### src/rtl/sequence_pkg.sv
// sequence_pkg: word markers and FSM state type for the sequence tracker
package sequence_pkg;
  localparam logic [1:0] HDR_MARK = 2'b10;
  localparam logic [1:0] PAY_MARK = 2'b01;
  typedef enum logic {HUNT, COLLECT} state_t;
endpackage

### src/rtl/sequence_word_assembler.sv
// sequence_word_assembler: MSB-first byte shift register with byte counter, key is the value including the byte being shifted
module sequence_word_assembler #(
  parameter int KEY_WIDTH = 32
) (
  input  logic                 clock,
  input  logic                 reset_n,
  input  logic                 clear,
  input  logic                 shift,
  input  logic [7:0]           data,
  output logic [KEY_WIDTH-1:0] key,
  output logic                 done
);
  localparam int NB = KEY_WIDTH / 8;
  logic [KEY_WIDTH-1:0] key_q, key_d;
  logic [KEY_WIDTH+7:0] joined;
  logic [3:0] cnt_q, cnt_d;
  always_comb begin
    joined = {key_q, data};
    key = joined[KEY_WIDTH-1:0];
    done = shift && cnt_q == 4'(NB - 1);
    key_d = clear ? '0 : shift ? key : key_q;
    cnt_d = clear ? 4'd0 : shift ? (done ? 4'd0 : cnt_q + 4'd1) : cnt_q;
  end
  always_ff @(posedge clock) begin
    if (!reset_n) begin
      key_q <= '0;
      cnt_q <= 4'd0;
    end else begin
      key_q <= key_d;
      cnt_q <= cnt_d;
    end
  end
endmodule

### src/rtl/sequence_tracker.sv
// sequence_tracker: frames header+payload words into keys and publishes a key once seen in enough consecutive frames
module sequence_tracker
  import sequence_pkg::*;
#(
  parameter int         KEY_WIDTH     = 32,
  parameter logic [7:0] ID            = 8'hA5,
  parameter int         CONFIRM_COUNT = 2
) (
  input  logic                 clock,
  input  logic                 reset_n,
  input  logic [9:0]           sequence_in,
  input  logic                 sequence_valid,
  output logic [KEY_WIDTH-1:0] sequence_out,
  output logic                 ready,
  output logic                 frame_error,
  output logic [3:0]           confirm_level
);
  localparam logic [3:0] CC = 4'(CONFIRM_COUNT);
  state_t state_q, state_d;
  logic is_hdr, is_pay, is_oth, shift, done, match;
  logic [KEY_WIDTH-1:0] key, cand_q, cand_d, out_q, out_d;
  logic [3:0] lvl_q, lvl_d;
  logic ready_q, ready_d, err_q, err_d;
  always_comb begin
    is_hdr = sequence_valid && sequence_in[9:8] == HDR_MARK && sequence_in[7:0] == ID;
    is_pay = sequence_valid && sequence_in[9:8] == PAY_MARK;
    is_oth = sequence_valid && !is_hdr && !is_pay;
    shift = state_q == COLLECT && is_pay;
  end
  sequence_word_assembler #(.KEY_WIDTH(KEY_WIDTH)) u_asm (
    .clock   (clock),
    .reset_n (reset_n),
    .clear   (is_hdr),
    .shift   (shift),
    .data    (sequence_in[7:0]),
    .key     (key),
    .done    (done)
  );
  always_ff @(posedge clock) begin
    if (!reset_n) begin
      state_q <= HUNT;
      cand_q <= '0;
      out_q <= '0;
      lvl_q <= 4'd0;
      ready_q <= 1'b0;
      err_q <= 1'b0;
    end else begin
      state_q <= state_d;
      cand_q <= cand_d;
      out_q <= out_d;
      lvl_q <= lvl_d;
      ready_q <= ready_d;
      err_q <= err_d;
    end
  end
  always_comb begin
    state_d = state_q == HUNT ? (is_hdr ? COLLECT : HUNT)
            : is_hdr ? COLLECT : (is_oth || done) ? HUNT : COLLECT;
  end
  always_comb begin
    match = key == cand_q;
    err_d = state_q == COLLECT && (is_hdr || is_oth);
    cand_d = done ? key : cand_q;
    lvl_d = !done ? lvl_q : !match ? 4'd1 : lvl_q < CC ? lvl_q + 4'd1 : lvl_q;
    ready_d = done ? lvl_d == CC : ready_q;
    out_d = (done && lvl_d == CC) ? key : out_q;
  end
  assign sequence_out = out_q;
  assign ready = ready_q;
  assign frame_error = err_q;
  assign confirm_level = lvl_q;
endmodule

### config.mk
export PLATFORM = sky130hd
export DESIGN_NAME = sequence_tracker
export DESIGN_NICKNAME = d
export VERILOG_FILES = /design/src/rtl/sequence_pkg.sv /design/src/rtl/sequence_word_assembler.sv /design/src/rtl/sequence_tracker.sv
export SDC_FILE = /design/constraint.sdc
export NUM_CORES = 1
export LEC_CHECK = 0
export CORE_UTILIZATION = 35
export CTS_BUF_LIST = sky130_fd_sc_hd__clkbuf_8
export CTS_CLUSTER_DIAMETER = 100
export DETAILED_ROUTE_END_ITERATION = 7
export SLEW_MARGIN = 20
export SYNTH_ARGS = -nofsm -noshare
export SYNTH_HDL_FRONTEND = slang
export SYNTH_HIERARCHICAL = 1
export SYNTH_SLANG_ARGS = --single-unit
export TNS_END_PERCENT = 100
### constraint.sdc
create_clock -name clock -period 5.8 [get_ports clock]
set_input_delay 1.16 -clock clock [delete_from_list [all_inputs] [get_ports clock]]
set_output_delay 1.16 -clock clock [all_outputs]
set_load 0.02 [all_outputs]
* After elaboration in Yosys (flattened, before gate mapping)
Cells that the tools add are included.
** Word-level totals
- Output and inout bits :: 38
- Flip-flop bits (word level) :: 99
- Input bits :: 13
- Word-level logic and storage cells :: 40
** Operators by class
- Multiplexer cells :: 8
- Reductions and logical operators :: 14
- Bitwise gates (word level) :: 1
- Order comparisons :: 1
- Equal/unequal tests :: 6
- Add/sub/neg operators :: 2
** Operators by type and width (count)
- $eq A32 B32 Y1 :: 1
- $mux W4 :: 4
- $logic_and A1 B1 Y1 :: 9
- $add A4 B1 Y4 const B :: 2
- $eq A4 B2 Y1 const B :: 2
- $eq A8 B8 Y1 const B :: 1
- $lt A4 B2 Y1 const B :: 1
- $mux W1 :: 4
- $eq A2 B1 Y1 const B :: 1
- $eq A2 B2 Y1 const B :: 1
- $logic_not A1 Y1 :: 2
- $logic_or A1 B1 Y1 :: 2
- $reduce_or A2 Y1 :: 1
- $not A1 Y1 :: 1

* Longest topological paths before layout
Gate-level depths: netlist of run 1.
- Word-level depth :: 10
- Mapped depth :: 7
- Mapped depth without buffers :: 7

* Hierarchy
Netlist of run 1, hierarchy kept.
** By module, submodules not included
- sequence_tracker :: cells each 321, seq. area each 1421.4 µm², times used 1, area each 3169.3 µm²
- sequence_word_assembler :: cells each 105, seq. area each 560.5 µm², times used 1, area each 1131.1 µm²

* Worst setup path after synthesis of run 1
No wires, ideal clock.
- Kind :: input-to-reg
- Start point :: input sequence_in[9]
- End point :: register out_q[0] (netlist: sequence_out[0])
- Required time :: 5728 ps
- Data arrival time :: 3113 ps
- Buffers on the path :: 1
- Setup slack :: 2615 ps
- Library setup time :: 72 ps
- Cell stages on the path :: 7
- Cells stage by stage :: nand2b_1 nor2_1 and4bb_2 or3b_2 nor4_4 buf_6 mux2i_1
** Between the ends
- Word-level cells in the longest chain between the ends :: 7
** RTL lines
- start, declared :: RTL line sequence_tracker.sv:11 : input logic [9:0] sequence_in,
- $eq A2 B1 Y1 * :: RTL line sequence_tracker.sv:26 : is_pay = sequence_valid && sequence_in[9:8] == PAY_MARK;
- $logic_and A1 B1 Y1 * :: RTL line sequence_tracker.sv:26
- $logic_and A1 B1 Y1 * :: RTL line sequence_tracker.sv:28 : shift = state_q == COLLECT && is_pay;
- net shift :: RTL line sequence_tracker.sv:20 : logic is_hdr, is_pay, is_oth, shift, done, match;
- $logic_and A1 B1 Y1 * :: RTL line sequence_word_assembler.sv:20 : done = shift && cnt_q == 4'(NB - 1);
- net done :: RTL line sequence_tracker.sv:20
- $mux W4 :: RTL line sequence_tracker.sv:64 : lvl_d = !done ? lvl_q : !match ? 4'd1 : lvl_q < CC ? lvl_q + 4'd1 : lvl_q;
- $eq A4 B2 Y1 :: RTL line sequence_tracker.sv:66 : out_d = (done && lvl_d == CC) ? key : out_q;
- $logic_and A1 B1 Y1 * :: RTL line sequence_tracker.sv:66
- end signal, assigned :: RTL line sequence_tracker.sv:50 : out_q <= out_d;
- end, declared :: RTL line sequence_tracker.sv:21 : logic [KEY_WIDTH-1:0] key, cand_q, cand_d, out_q, out_d;
The timed path passes the listed nets; every way through them passes the cells marked *.
A chain may end at the register's enable or synchronous reset.

* Final worst setup path of run 1
- Start point :: input sequence_in[9]
- End point :: register out_q[6] (netlist: sequence_out[6])
The elaborated chain is that of the path after synthesis.

==> results_dict.tcl, run 1 <==
set metrics [dict create \
    first_pass_iters 4 \
    vias_per_cell 4.78 \
    dieArea_sq_um 12700 \
    clock_tree.buffer_depth 2 \
    nFillCells 1182 \
    avgSynthCellArea_sq_um 10.1 \
    hp-class "reg -> reg" \
    yosys.area_share.simple_pct 19.3 \
    drcViolationCount 0 \
    arrival_ns 4.08 \
    wl_per_cell_microns 14.8 \
    endpoint_kind "flop" \
    finalSetupViolCount 0 \
    grt_max_degree 65 \
    gp_congestion 0.701 \
    synth_xor_area_share_pct 6.72 \
    power_density_nw_per_um2 225 \
    ys_ff_latch 99 \
    synth_cell_types 35 \
    clk_pin_slew_ns 0.09 \
    synth_compound_gate_area_share_pct 1.66 \
    dp_slack_ns 1.61 \
    yosysTopAreaCellShare_pct 46.1 \
    synth_area_leader_cell "dfxtp_1" \
    status "complete, no violations" \
    overflow 0 \
    io_buffer_count 50 \
    slowest_delay_ns 0.51 \
    synth_top_family_by_area "multiplexers" \
    max_freq_ghz 0.264 \
    cts.sinks 99 \
    fp.dieW_microns 113 \
    h-tree-depth 3 \
    rsz0062_at_grt "no" \
    n_antenna_cell 0 \
    syn_inst 426 \
    yosys_warnings 6 \
    cts_resized 0 \
    die_h_microns 113 \
    required_ns 6.10 \
    synth_mux_area_share_pct 20.9 \
    critPathMaxFanout 33 \
    synth-edff-count 0 \
    setup-tns-final_ns 0 \
    synth_area_leaders "dfxtp_1 (46%), mux2i_1 (21%), xor2_1 (6.7%)" \
    synthFlopType "dfxtp_1" \
    syn_nets 441 \
    multi_input_area_sq_um 2120 \
    wl_mm 9.06 \
    synth_fa_ha_area_share_pct 0.582 \
    max_slew_margin_pct 55.7 \
    synth-async-reset-ratio_pct 0 \
    initial_core_util_pct 35.8 \
    hold_violations 0 \
    grt_pass1_wl_mm 15.1 \
    mappedNetlistArea_sq_um 4300 \
    antenna_left 0 \
    num_rows 40 \
    cts_tree "built" \
    cp_slowest_cell "buf_4" \
    criticalPathCategory "in -> reg" \
    ioPinCount 51 \
    grtUsageTotal_pct 15.1 \
    crit_path_frequent_cell "buf_4" \
    num_vias 2928 \
    clock_latency_ns 0.38 \
    cp_cell_sequence "clkdlybuf4s50_1 -> nand2b_1 -> nor2_2 -> buf_4 -> and4bb_2 -> or3b_2 -> nor4_4 -> buf_4 -> mux2i_1" \
    drv_cap 0 \
    nets 476 \
    min_period_over_period_pct 65.2 \
    skew_ns 0.0137 \
    cts-hold-fix-buffers 0 \
    setup_slack_ns 2.02 \
    syn_to_final_growth_pct 16.3 \
    critPathLaunchType "primary input" \
    drt-initial-drc-count 157 \
    ir_worst_vdd_v 0.0000915 \
    postCtsSetupRepairBufs 0 \
    antenna_found_initial 0 \
    maxSlewViolCount 0 \
    hpwl_mm 6.04 \
    post_route_cells_drive_above_1_share_pct 6.65 \
    p_leak_uw 0.00176 \
    coreArea_sq_um 12000 \
    min_period_ns 3.78 \
    cts_root_buf "clkbuf_8" \
    numCtsBuffers 9 \
    grt_pass1_vias 2915 \
    worst_pin_slew_ns 0.664 \
    regArea_sq_um 1980 \
    ys_seq_area_share_pct 46.1 \
]
-- synth_stat cells, types with 2 or more instances --
master     n
dfxtp_1   99
mux2i_1   90
nand2_1   65
nor2b_1   34
xor2_1    33
nor2_1    30
clkbuf_1  15
buf_4      9
nor4_1     6
buf_6      4
nand2b_1   4
nand4_1    4
buf_2      3
nor3b_1    3
o21a_1     3
a21oi_1    2
ha_1       2
nand3b_1   2
nor4_2     2
-- layout make-up --
cell class                 instances  share of cell area [%]
clock buffer                       9                    2.48
clock inverter                     7                    1.05
multi-input combinational        295                    42.3
sequential                        99                    39.6
tap                              147                    3.68
timing repair buffer              56                    10.8
-- cells in the final DEF (no fill, tap or decap), types with 2 or more instances in the layout --
master,netlist,final
dfxtp_1,99,99
mux2i_1,90,90
nand2_1,65,65
clkdlybuf4s50_1,0,49
nor2b_1,34,34
xor2_1,33,33
nor2_1,30,29
clkbuf_8,0,9
nor4_1,6,6
buf_4,9,6
nand2b_1,4,4
nand4_1,4,4
clkinvlp_4,0,4
nor3b_1,3,3
o21a_1,3,3
nor4_2,2,2
a21oi_1,2,2
ha_1,2,2
nand3b_1,2,2
-- sequential cells by signal, indices dropped and copies added, names as in the netlist --
signal	cells
ready	1
state_q	1
confirm_level	4
frame_error	1
u_asm/key_q	24
sequence_out	32
cand_q	32
u_asm/cnt_q	4
-- logic make-up (layout without fill, tap and decap cells) --
group,count (synthesis),count (layout)
simple gates,160,160
flops,99,99
mux,90,90
xor+xnor,33,33
buf+inv,32,72
compound gates,10,10
fa+ha+maj,2,2
-- critical path, delay by kind of cell --
family	cells	cell delay [ns]
and+or+nand+nor	5	1.31
muxes	1	0.25
buffers and inverters	3	1.34
-- where the power goes --
part / switching, uW / leakage (uW) / internal, uW
clock network: 252 / 0.0000779 / 157
registers: 0.00725 / 0.000797 / 679
logic: 23.9 / 0.000880 / 15.1
total: 276 / 0.00176 / 851
-- metal layers --
layer	GRT usage, %	routed length [microns]	share of wire (%)
met2	23.9	4090	45
met1	20.3	4620	51
met4	6.93	170	1.9
met3	2.04	186	2.1
met5	0	0	0
-- stage by stage --
step | power [uW] | cells | hold WS [ns] | area (sq um) | utilization, %
2_1_floorplan | 721 | 426 | 0.471 | 4300 | -
3_3_place_gp | 734 | 597 | 0.445 | 4820 | 40.2
3_5_place_dp | 735 | 597 | 0.449 | 4820 | 40.2
4_1_cts | 1140 | 613 | 0.468 | 5000 | 41.6
5_1_grt | 1170 | 613 | 0.488 | 5000 | 41.6
6_report | 1130 | 613 | 0.462 | 5000 | 41.6
-- path summary, 6_finish.rpt --
path                                     start                            to  slack, ns  cells after the start
hold / removal    sequence_out[2]$_SDFFE_PN0P_  sequence_out[2]$_SDFFE_PN0P_       0.46                      2
setup reg to reg            state_q$_SDFF_PN0_  sequence_out[6]$_SDFFE_PN0P_       3.03                      8
hold reg to reg   sequence_out[2]$_SDFFE_PN0P_  sequence_out[2]$_SDFFE_PN0P_       0.46                      2
setup / recovery                sequence_in[9]  sequence_out[6]$_SDFFE_PN0P_       2.02                      9
Power figures use the tool's default switching activity.
==> run 2: changes to the inputs <==
==> constraint.sdc (replaced) <==
create_clock -name clock -period 3.35 [get_ports clock]
set_input_delay 0.67 -clock clock [delete_from_list [all_inputs] [get_ports clock]]
set_output_delay 0.67 -clock clock [all_outputs]
set_load 0.02 [all_outputs]
==> run 2 against run 1 <==
Sequential share of layout area down 0.55 points; critical endpoint is now sequence_out[20]$_SDFFE_PN0P_; clock power up 75%; critical path depth down 2; clock skew down 0.0039 ns; flip-flop and latch count unchanged; register-to-register slack worse by 2.1 ns; total power up 75%; largest power group unchanged.
==> results_dict.tcl, run 2 (synthesized netlist as in run 1, its figures left out) <==
set metrics [dict create \
    arrival_ns 3.08 \
    numCtsBuffers 9 \
    initial_core_util_pct 35.8 \
    reg2reg_setup_slack_ns 0.98 \
    critPathLaunchType "primary input" \
    ir_worst_vdd_v 0.000169 \
    required_ns 3.65 \
    worst_pin_slew_ns 0.674 \
    first_pass_iters 4 \
    grt_pass1_vias 2769 \
    h-tree-depth 3 \
    cts_root_buf "clkbuf_8" \
    criticalPathCategory "in -> reg" \
    clock_tree.buffer_depth 2 \
    num_rows 40 \
    rsz0062_at_grt "no" \
    min_period_ns 2.78 \
    postCtsSetupRepairBufs 0 \
    dieArea_sq_um 12700 \
    critPathMaxFanout 33 \
    power_density_nw_per_um2 388 \
    wl_per_cell_microns 14.5 \
    nets 482 \
    ioPinCount 51 \
    grtUsageTotal_pct 14.6 \
    cts-hold-fix-buffers 0 \
    cts_resized 0 \
    hp-class "reg -> reg" \
    post_route_cells_drive_above_1_share_pct 7.84 \
    overflow 0 \
    max_freq_ghz 0.359 \
    final_cell_mix "dfxtp_1 (99), mux2i_1 (90), nand2_1 (65)" \
    cp_cell_sequence "clkdlybuf4s50_1 -> xor2_1 -> nor4_1 -> nand4_1 -> nor4_4 -> buf_12 -> mux2i_1" \
    maxSlewViolCount 0 \
    syn_to_final_growth_pct 17.9 \
    cts.sinks 99 \
    drt-initial-drc-count 113 \
    num_vias 2923 \
    layout_commonest_cell "dfxtp_1" \
    gp_congestion 0.739 \
    drv_cap 0 \
    setup-tns-final_ns 0 \
    vias_per_cell 4.72 \
    drcViolationCount 0 \
    antenna_left 0 \
    finalSetupViolCount 0 \
    min_period_over_period_pct 83.1 \
    coreArea_sq_um 12000 \
    nFillCells 1194 \
    clock_latency_ns 0.37 \
    fp.dieW_microns 113 \
    hold_violations 0 \
    slowest_delay_ns 0.61 \
    n_antenna_cell 0 \
    max_slew_margin_pct 55.1 \
    utilization_pct 42.2 \
    placed_cell_area_sq_um 4890 \
    io_buffer_count 50 \
    skew_ns 0.00976 \
    grt_pass1_wl_mm 14.5 \
    die_h_microns 113 \
    finalInstanceArea_sq_um 5070 \
    p_leak_uw 0.00180 \
    cp_slowest_cell "nor4_1" \
    cts_tree "built" \
    clk_pin_slew_ns 0.10 \
    hpwl_mm 6.16 \
    grt_max_degree 67 \
    wl_mm 8.96 \
    endpoint_kind "flop" \
    status "complete, no violations" \
    antenna_found_initial 0 \
]
-- run 2: per-stage QoR --
| stage | instances | worst slack, ns | total power, uW | hold slack, ns |
|---|---|---|---|---|
| final | 619 | 0.565 | 1970 | 0.463 |
| after global routing | 619 | 0.448 | 2040 | 0.479 |
| after CTS | 619 | 0.559 | 1990 | 0.466 |
| after detailed placement | 603 | 0.167 | 1280 | 0.447 |
| after global placement | 603 | 0.241 | 1280 | 0.445 |
| after floorplan | 426 | 0.655 | 1250 | 0.471 |
-- run 2: power by group --
part	switching, uW	internal [uW]	leakage, uW
Combinational	44.2	32.3	0.000916
Clock	439	277	0.0000888
Sequential	0.0123	1180	0.000797
-- run 2: path summary, 6_finish.rpt --
check | end | cells past startpoint | start
max | sequence_out[20]$_SDFFE_PN0P_ | 7 | sequence_in[2]
min | sequence_out[27]$_SDFFE_PN0P_ | 2 | sequence_out[27]$_SDFFE_PN0P_
max reg2reg | sequence_out[20]$_SDFFE_PN0P_ | 6 | u_asm/key_q[12]$_SDFFE_PP0P_
min reg2reg | sequence_out[27]$_SDFFE_PN0P_ | 2 | sequence_out[27]$_SDFFE_PN0P_
-- run 2: worst max-delay path, delay by kind of cell --
family	cells	cell delay [ns]
multiplexers	1	0.22
buffers and inverters	2	0.72
XOR/XNOR	1	0.17
AND/OR/NAND/NOR	3	1.27
-- run 2: routing by layer --
layer | track usage (%) | wire length [microns] | up-vias | part of all wire, %
met5 | 0 | 0 | - | 0
met4 | 6.93 | 173 | 0 | 1.9
met3 | 1.66 | 158 | 14 | 1.8
met2 | 23.3 | 4070 | 40 | 45
met1 | 19.9 | 4560 | 1370 | 51
li1 | - | - | 1499 | -
-- run 2: final cells by class --
| class | count | area [sq um] | share of cell area, % |
|---|---|---|---|
| flip-flops and latches | 99 | 1980 | 39.1 |
| clock inverters | 7 | 52.6 | 1.04 |
| clock buffers | 9 | 124 | 2.44 |
| repair buffers | 62 | 611 | 12.0 |
| well taps | 147 | 184 | 3.63 |
| multi-input cells | 295 | 2120 | 41.8 |
==> run 3: changes to the inputs <==
==> constraint.sdc (replaced) <==
create_clock -name clock -period 2.5 [get_ports clock]
set_input_delay 0.5 -clock clock [delete_from_list [all_inputs] [get_ports clock]]
set_output_delay 0.5 -clock clock [all_outputs]
set_load 0.02 [all_outputs]
==> run 3 against run 2 <==
Critical path type unchanged; final cell count increased by 2.7%; sequential share of layout area decreased by 1.4 points; sequential power increased by 34%; total power increased by 42%; global-route usage increased by 0.56 points.
==> results_dict.tcl, run 3 (synthesized netlist as in run 1, its figures left out) <==
set metrics [dict create \
    nFillCells 1198 \
    grt_pass1_vias 2903 \
    critPathMaxFanout 16 \
    regArea_sq_um 1980 \
    vias_per_cell 4.72 \
    clk_pin_slew_ns 0.09 \
    multi_input_area_sq_um 2130 \
    dieArea_sq_um 12700 \
    final_cell_mix "dfxtp_1 (99), mux2i_1 (90), nand2_1 (65)" \
    antenna_found_initial 0 \
    max_slew_margin_pct 66.1 \
    skew_ns 0.0144 \
    coreArea_sq_um 12000 \
    wl_mm 9.56 \
    ir_worst_vdd_v 0.000205 \
    max_freq_ghz 0.416 \
    status "complete, no violations" \
    p_leak_uw 0.00191 \
    endpoint_kind "flop" \
    ioPinCount 51 \
    cts_tree "built" \
    fp.dieW_microns 113 \
    path_buf_inv 3 \
    clock_latency_ns 0.37 \
    maxSlewViolCount 0 \
    grt_pass1_wl_mm 15.0 \
    layout_commonest_cell "dfxtp_1" \
    overflow 0 \
    antenna_left 0 \
    cp_cell_sequence "clkdlybuf4s50_1 -> nand2b_1 -> nor2_4 -> and4bb_2 -> or3b_4 -> nor4_4 -> buf_4 -> buf_6 -> mux2i_1" \
    finalSetupViolCount 0 \
    setup_slack_ns 0.0956 \
    criticalPathCategory "in -> reg" \
    n_antenna_cell 0 \
    h-tree-depth 3 \
    min_period_over_period_pct 96.2 \
    slowest_delay_ns 0.41 \
    io_buffer_count 50 \
    hold_violations 0 \
    worst_pin_slew_ns 0.509 \
    post_route_cells_drive_above_1_share_pct 11.2 \
    num_rows 40 \
    cp.depth 9 \
    required_ns 2.80 \
    arrival_ns 2.70 \
    holdPathStages 2 \
    critPathLaunchType "primary input" \
    dp_slack_ns -0.315 \
    hp-class "reg -> reg" \
    p_sw_uw 655 \
    utilization_pct 43.8 \
    cts.sinks 99 \
    hpwl_mm 6.44 \
    cts_root_buf "clkbuf_8" \
    clock_tree.buffer_depth 2 \
    p_seq_share_pct 56.6 \
    drcViolationCount 0 \
    numCtsBuffers 9 \
    first_pass_iters 4 \
    syn_to_final_growth_pct 22.2 \
    cp_slowest_cell "clkdlybuf4s50_1" \
    combPwrFrac_pct 4.1 \
    clkPwrFrac_pct 39.3 \
    gp_congestion 0.720 \
    initial_core_util_pct 35.8 \
    internal-power_uw 2130 \
    grt_max_degree 43 \
    drt-initial-drc-count 155 \
    nets 499 \
    crit_family "simple AND/OR/NAND/NOR gates" \
    drv_cap 0 \
    die_h_microns 113 \
    swShare_pct 23.5 \
    num_vias 3003 \
    power_density_nw_per_um2 530 \
    fin_hold_ws_ns 0.457 \
    min_period_ns 2.40 \
    reg2reg_depth 7 \
    wl_per_cell_microns 15.0 \
    grtUsageTotal_pct 15.2 \
]
[run 3: cell types whose count changed in the layout (fill, tap and decap cells not counted), sizes merged]
| cell | change |
|---|---|
| inv | +1 |
| clkinvlp | -1 |
| buf | +16 |
| clkinv | -2 |
| clkbuf | +2 |
| bufinv | +1 |
[run 3: worst paths after layout]
check / start / to / slack [ns]
worst max-delay path: sequence_in[9] / sequence_out[26]$_SDFFE_PN0P_ / 0.1
worst min-delay path: sequence_out[29]$_SDFFE_PN0P_ / sequence_out[29]$_SDFFE_PN0P_ / 0.46
worst max register to register: u_asm/key_q[5]$_SDFFE_PP0P_ / sequence_out[26]$_SDFFE_PN0P_ / 0.32
worst min register to register: sequence_out[29]$_SDFFE_PN0P_ / sequence_out[29]$_SDFFE_PN0P_ / 0.46
[run 3: what timing repair did]
item,in CTS,in global routing
gates resized for setup,0,3
setup endpoints to repair,0,22
hold buffers,0,0
setup buffers,0,1
[run 3: power groups by stage]
| stage | Sequential, uW | Combinational (uW) | Clock, uW |
|---|---|---|---|
| after floorplan | 1610 | 61.0 | 0 |
| after global placement | 1610 | 114 | 0 |
| after detailed placement | 1610 | 114 | 0 |
| after CTS | 1580 | 114 | 1130 |
| after global routing | 1580 | 124 | 1190 |
| final | 1580 | 114 | 1100 |
[run 3: cell type report]
class                   instances  area share [%]
well taps                     147            3.50
clock buffers                  10            2.62
clock inverters                 6            1.36
repair buffers                 79            14.3
multi-input cells             295            40.5
flip-flops and latches         99            37.7
[run 3: metrics by stage]
stage / cells / TNS [ns] / cell area (sq um) / power, uW
global placement: 618 / -8.44 / 5010 / 1730
global route: 636 / -0.0535 / 5260 / 2890
CTS: 634 / 0 / 5220 / 2820
detailed placement: 618 / -10.22 / 5010 / 1730
finish: 636 / 0 / 5260 / 2790
floorplan: 426 / 0 / 4310 / 1670
[run 3: worst reg2reg max path: stages (launching register included)]
cell,delay (ns)
dfxtp_1,0.45
xor2_1,0.10
nor4_1,0.37
nand4_1,0.26
nor4_4,0.30
buf_4,0.18
buf_6,0.23
mux2i_1,0.21
[run 3: routing by layer]
metal	wire [microns]	part of all wire (%)	up-vias	global-route usage, %
met2	4370	46	46	24.1
met1	4840	51	1419	20.9
met5	0	0	-	0
met4	143	1.5	0	6.13
met3	211	2.2	9	2.04
li1	-	-	1529	-
